**config.mk**
```make
export PLATFORM = sky130hd
export DESIGN_NAME = down_timer_flat
export DESIGN_NICKNAME = d
export VERILOG_FILES = /design/src/rtl/timer_pkg.sv /design/src/rtl/down_timer_if.sv /design/src/rtl/tick_gen.sv /design/src/rtl/down_timer.sv /design/src/flat_wrapper.sv
export SDC_FILE = /design/constraint.sdc
export NUM_CORES = 1
export LEC_CHECK = 0
export ABC_AREA = 1
export BUFFER_PORTS_ARGS = -buffer_cell sky130_fd_sc_hd__buf_4
export CAP_MARGIN = 0
export CORE_UTILIZATION = 55
export CTS_BUF_LIST = sky130_fd_sc_hd__clkbuf_2 sky130_fd_sc_hd__clkbuf_4 sky130_fd_sc_hd__clkbuf_8
export DETAILED_ROUTE_END_ITERATION = 10
export GPL_TIMING_DRIVEN = 0
export HOLD_SLACK_MARGIN = 0.05
export PLACE_DENSITY = 0.74
export SYNTH_ARGS = -nofsm -noshare
export SYNTH_HDL_FRONTEND = slang
export SYNTH_SLANG_ARGS = --single-unit
```
**constraint.sdc**
```tcl
create_clock -name clock -period 2.9 [get_ports clock]
set_input_delay 0.29 -clock clock [delete_from_list [all_inputs] [get_ports clock]]
set_output_delay 0.29 -clock clock [all_outputs]
set_load 0.05 [all_outputs]
```
**src/rtl/timer_pkg.sv**
```systemverilog
// Shared types and default sizes for the down_timer block.
package timer_pkg;

  localparam int unsigned CNT_W_DEF      = 4;
  localparam int unsigned PRESCALE_W_DEF = 26;

  typedef enum logic [1:0] {
    ST_IDLE    = 2'd0,
    ST_RUN     = 2'd1,
    ST_PAUSE   = 2'd2,
    ST_EXPIRED = 2'd3
  } state_e;

endpackage

```
**src/rtl/down_timer_if.sv**
```systemverilog
// Control/status bundle between a timer client (master) and down_timer (slave).
interface down_timer_if #(
  parameter int unsigned CNT_W = timer_pkg::CNT_W_DEF
);

  logic             load;
  logic [CNT_W-1:0] load_value;
  logic             enable;
  logic [CNT_W-1:0] counter_out;
  logic             running;
  logic             done;

  modport master (
    output load, load_value, enable,
    input  counter_out, running, done
  );

  modport slave (
    input  load, load_value, enable,
    output counter_out, running, done
  );

endinterface

```
**src/rtl/tick_gen.sv**
```systemverilog
// Free-running prescaler: tick marks the advancing edge on which it wraps to zero.
module tick_gen
  import timer_pkg::*;
#(
  parameter int unsigned PRESCALE_W = PRESCALE_W_DEF
) (
  input  logic clock,
  input  logic reset,
  input  logic clear,
  input  logic advance,
  output logic tick
);

  logic [PRESCALE_W-1:0] presc_q;

  // clear outranks advance so a restart always begins a full period
  always_ff @(posedge clock) begin
    if (reset || clear) begin
      presc_q <= '0;
    end else if (advance) begin
      presc_q <= presc_q + PRESCALE_W'(1);
    end
  end

  assign tick = advance && (&presc_q);

endmodule

```
**src/rtl/down_timer.sv**
```systemverilog
// Loadable countdown timer with pause/resume and a one-cycle expiry pulse.
module down_timer
  import timer_pkg::*;
#(
  parameter int unsigned CNT_W      = CNT_W_DEF,
  parameter int unsigned PRESCALE_W = PRESCALE_W_DEF
) (
  input  logic        clock,
  input  logic        reset,
  down_timer_if.slave bus
);

  state_e           state_q, state_d;
  logic [CNT_W-1:0] count_q, count_d;
  logic             running_q;
  logic             done_q, done_d;
  logic             advance;
  logic             tick;

  // A paused timer counts the edge on which it resumes, so a pause of N cycles
  // delays expiry by exactly N cycles.
  assign advance = bus.enable && ((state_q == ST_RUN) || (state_q == ST_PAUSE));

  tick_gen #(
    .PRESCALE_W(PRESCALE_W)
  ) u_tick_gen (
    .clock  (clock),
    .reset  (reset),
    .clear  (bus.load),
    .advance(advance),
    .tick   (tick)
  );

  always_ff @(posedge clock) begin
    if (reset) begin
      state_q   <= ST_IDLE;
      count_q   <= '0;
      running_q <= 1'b0;
      done_q    <= 1'b0;
    end else begin
      state_q   <= state_d;
      count_q   <= count_d;
      running_q <= (state_d == ST_RUN);
      done_q    <= done_d;
    end
  end

  // Next state and count; load overrides any tick in the same cycle.
  always_comb begin
    state_d = state_q;
    count_d = count_q;
    done_d  = 1'b0;
    if (bus.load) begin
      count_d = bus.load_value;
      if (bus.load_value == '0) begin
        state_d = ST_EXPIRED;
        done_d  = 1'b1;
      end else begin
        state_d = bus.enable ? ST_RUN : ST_PAUSE;
      end
    end else begin
      unique case (state_q)
        ST_RUN, ST_PAUSE: begin
          if (!bus.enable) begin
            state_d = ST_PAUSE;
          end else begin
            state_d = ST_RUN;
            if (tick && (count_q != '0)) begin
              count_d = count_q - CNT_W'(1);
              if (count_q == CNT_W'(1)) begin
                state_d = ST_EXPIRED;
                done_d  = 1'b1;
              end
            end
          end
        end
        ST_IDLE:    state_d = ST_IDLE;
        ST_EXPIRED: state_d = ST_EXPIRED;
        default:    state_d = ST_IDLE;
      endcase
    end
  end

  assign bus.counter_out = count_q;
  assign bus.running     = running_q;
  assign bus.done        = done_q;

endmodule

```
**src/flat_wrapper.sv**
```systemverilog
// flat-port wrapper written by rule: the top's interface ports become plain ports
module down_timer_flat import timer_pkg::*;
#(
  parameter int unsigned CNT_W      = CNT_W_DEF,
  parameter int unsigned PRESCALE_W = PRESCALE_W_DEF
)
  (clock, reset, bus_load, bus_load_value, bus_enable, bus_counter_out, bus_running, bus_done);
  down_timer_if #(.CNT_W(CNT_W)) bus_i ();
  input  logic clock;
  input  logic reset;
  input wire logic [$bits(bus_i.load)-1:0] bus_load;
  input wire logic [$bits(bus_i.load_value)-1:0] bus_load_value;
  input wire logic [$bits(bus_i.enable)-1:0] bus_enable;
  output wire logic [$bits(bus_i.counter_out)-1:0] bus_counter_out;
  output wire logic [$bits(bus_i.running)-1:0] bus_running;
  output wire logic [$bits(bus_i.done)-1:0] bus_done;
  assign bus_i.load = bus_load;
  assign bus_i.load_value = bus_load_value;
  assign bus_i.enable = bus_enable;
  assign bus_counter_out = bus_i.counter_out;
  assign bus_running = bus_i.running;
  assign bus_done = bus_i.done;
  down_timer #(.CNT_W(CNT_W), .PRESCALE_W(PRESCALE_W)) u_core (.clock(clock), .reset(reset), .bus(bus_i));
endmodule
```
==> results.txt <==
Status = completed
Antenna cells = 0
Main flop type after synthesis = dfxtp_1
Sequential share of the synthesized area = 36.4%
Crit-path max cell delay = 0.34 ns
Quantity of hold-fixing buffers added after cts = 0
Setup Skew = 0.00667 ns
# Max-Cap Violations = 0
Worst Reg-to-Reg Cells = 8
Cell variety after synth = 28
Mapped Avg Cell Area = 6.80 um2
Synth area leaders = dfxtp_1, nand2_1, nor2_1, inv_1, a21oi_1
Number of cells on the worst hold path = 2
Clock slew at reported path FFs = 0.10 ns
Row Count = 20
Synthesized area = 1870 um2
Post-synthesis net count = 287
Die H = 60.3 um
Vias per cell = 4.85
Fin Hold WS = 0.165 ns
Reg-to-Reg Start = u_core.state_q[0]
Routability congestion estimate = 0.793
Worst Setup Start Kind = register
Drt total wl = 3.58 mm
Most frequent cells in the layout = nand2_1, nor2_1, dfxtp_1
Drt initial violations = 61
Final nets = 307
CTS sink cnt = 34
Post-synth EDFFs = 0
TritonCTS clock tree = done
Worst R2R Setup Slack = 1.15 ns
CP Cell Sequence = ha_1 -> nand2_2 -> inv_6 -> nand3_4 -> nor3_4 -> nand4_1 -> nand2_1 -> nor2_1
R2R Path End = u_core.u_tick_gen.presc_q[25]
CTS Buffer Depth = 2
Critical path fanouts, max = 9
VDD IR max = 0.250 mV
Mapped Cells = 275
DR pass1 iterations = 4
Residual DRC count = 0
Setup crit end kind = register
Slew HR = 54.1%
Clock Latency Late Sink = 0.34 ns
Fmax = 0.571 GHz
Setup TNS Final = 0 ns
CP Class = register to register
Initial Util = 59.8%
Die area = 3640 um2
CTS Buf Count = 5
PD cells = 418 nW/um2
Share of the synthesized area in the top cell type = 36.4%
Worst path arrival time = 1.99 ns
Die W = 60.3 um
Crit-path slowest cell = nor3_4
Yosys warns = 0
# H-tree levels = 2
Post_cts resized = 0
First-pass GRT wire length = 6.02 mm
Antenna violations before repair = 0
Port buffer count = 13
Max Slew Vio Count = 0
Average wire per standard cell = 10.5 um
Worst Setup EP = u_core.u_tick_gen.presc_q[25]
Placed wire-length estimate = 2.76 mm
#FFs+latches synth = 34
Slew @ Worst Pin = 0.685 ns
Area leader, netlist = dfxtp_1
GRT Total Usage = 22.5%
Commonest non-fill, non-tap cell in the layout = nand2_1
Final period util = 60.3%
Number of global-route vias before repair = 1,428
Final hold violations = 0
Clk Tree Root Cell = clkbuf_4
Leak = 0.813 nW
Grt ovf = 0
Share of layout cells above drive strength 1 = 16.9%
FFs w/ async S/R, synth = 0%
Largest net degree at the start of global routing = 11
Worst Hold Class = primary input to register
Worst path required time = 3.14 ns
Min Tclk post-route = 1.75 ns
Setup bufs post-CTS = 0
Final setup viols = 0
RSZ-0062 raised after global routing = no
Routed via count = 1,648
Core box area = 3130 um2
Antenna-violating nets left = 0
Count of boundary I/O pins = 14
Layout area overhead = 11.6%
Critical path origin = u_core.state_q[0]
## worst max-delay path: cells and delay by family, from the launching register on
kind	cells	cell delay (ns)
DFF	1	0.32
and+or+nand+nor	6	0.89
buffers and inverters	1	0.14
adders and majority gates	1	0.32
## stage by stage
stage / cells / worst slack [ns] / utilization [%] / cell area [um2] / power (mW)
after global routing: 340 / 0.976 / 66.7 / 2090 / 0.912
after global placement: 332 / 1.18 / 64.6 / 2020 / 0.601
after CTS: 340 / 1.14 / 66.7 / 2090 / 0.884
final: 340 / 1.15 / 66.7 / 2090 / 0.873
after detailed placement: 332 / 1.16 / 64.6 / 2020 / 0.602
after floorplan: 275 / 1.23 / - / 1870 / 0.569
## metal layers
metal,up-vias,GRT usage [%],share of wire [%]
met1,709,29.6,50
li1,913,-,-
met3,7,3.90,3.2
met2,19,35.5,45
met5,-,0,0
met4,0,11.0,1.8
## sequential cells by signal (all words and copies together) (netlist names)
register and flops:
u_core.bus.running 1, u_core.state_q 2, u_core.u_tick_gen.presc_q 26, u_core.bus.done 1, u_core.bus.counter_out 4
## synth_stat cells (5+ instances only)
master,instances
nand4_1,8
inv_1,33
nand2_1,62
nor2_1,47
nand2_2,11
dfxtp_1,34
o21ai_0,12
a21oi_1,17
nand3_1,9
nor2_4,5
## power by group
| group | leakage, nW | switching (mW) | internal [mW] |
|---|---|---|---|
| combinational | 0.498 | 0.0695 | 0.0378 |
| sequential | 0.275 | 0.00748 | 0.476 |
| clock | 0.0387 | 0.155 | 0.127 |
## worst min path at each step
stage	startpoint	endpoint	slack (ns)
2_1_floorplan	reset	u_core.bus.counter_out[0]	0.36
3_3_place_gp	u_core.u_tick_gen.presc_q[7]	u_core.u_tick_gen.presc_q[7]	0.45
3_5_place_dp	u_core.u_tick_gen.presc_q[4]	u_core.u_tick_gen.presc_q[4]	0.47
4_1_cts	reset	u_core.state_q[1]	0.15
5_1_grt	reset	u_core.state_q[1]	0.16
6_report	reset	u_core.bus.counter_out[2]	0.17
## layout make-up
cell class                 count  area [um2]
buffer                         2        15.0
inverter                      37         144
tap                           44        55.1
clock buffer                   7        58.8
multi-input combinational    202        1030
clock inverter                 1        5.00
timing repair buffer          13        97.6
fill                         299        1040
sequential                    34         681
## cell families (layout without fill, tap and decap cells)
kind of cell	after synthesis	after routing	synth area share (%)
XOR/XNOR	5	5	2.34
AND/OR/NAND/NOR	155	155	39.4
buffers and inverters	39	60	8.50
adder cells (fa/ha/maj)	4	4	2.68
AO/OA/AOI/OAI	38	38	10.6
flip-flops	34	34	36.4
(Power assumes the default switching activity.)
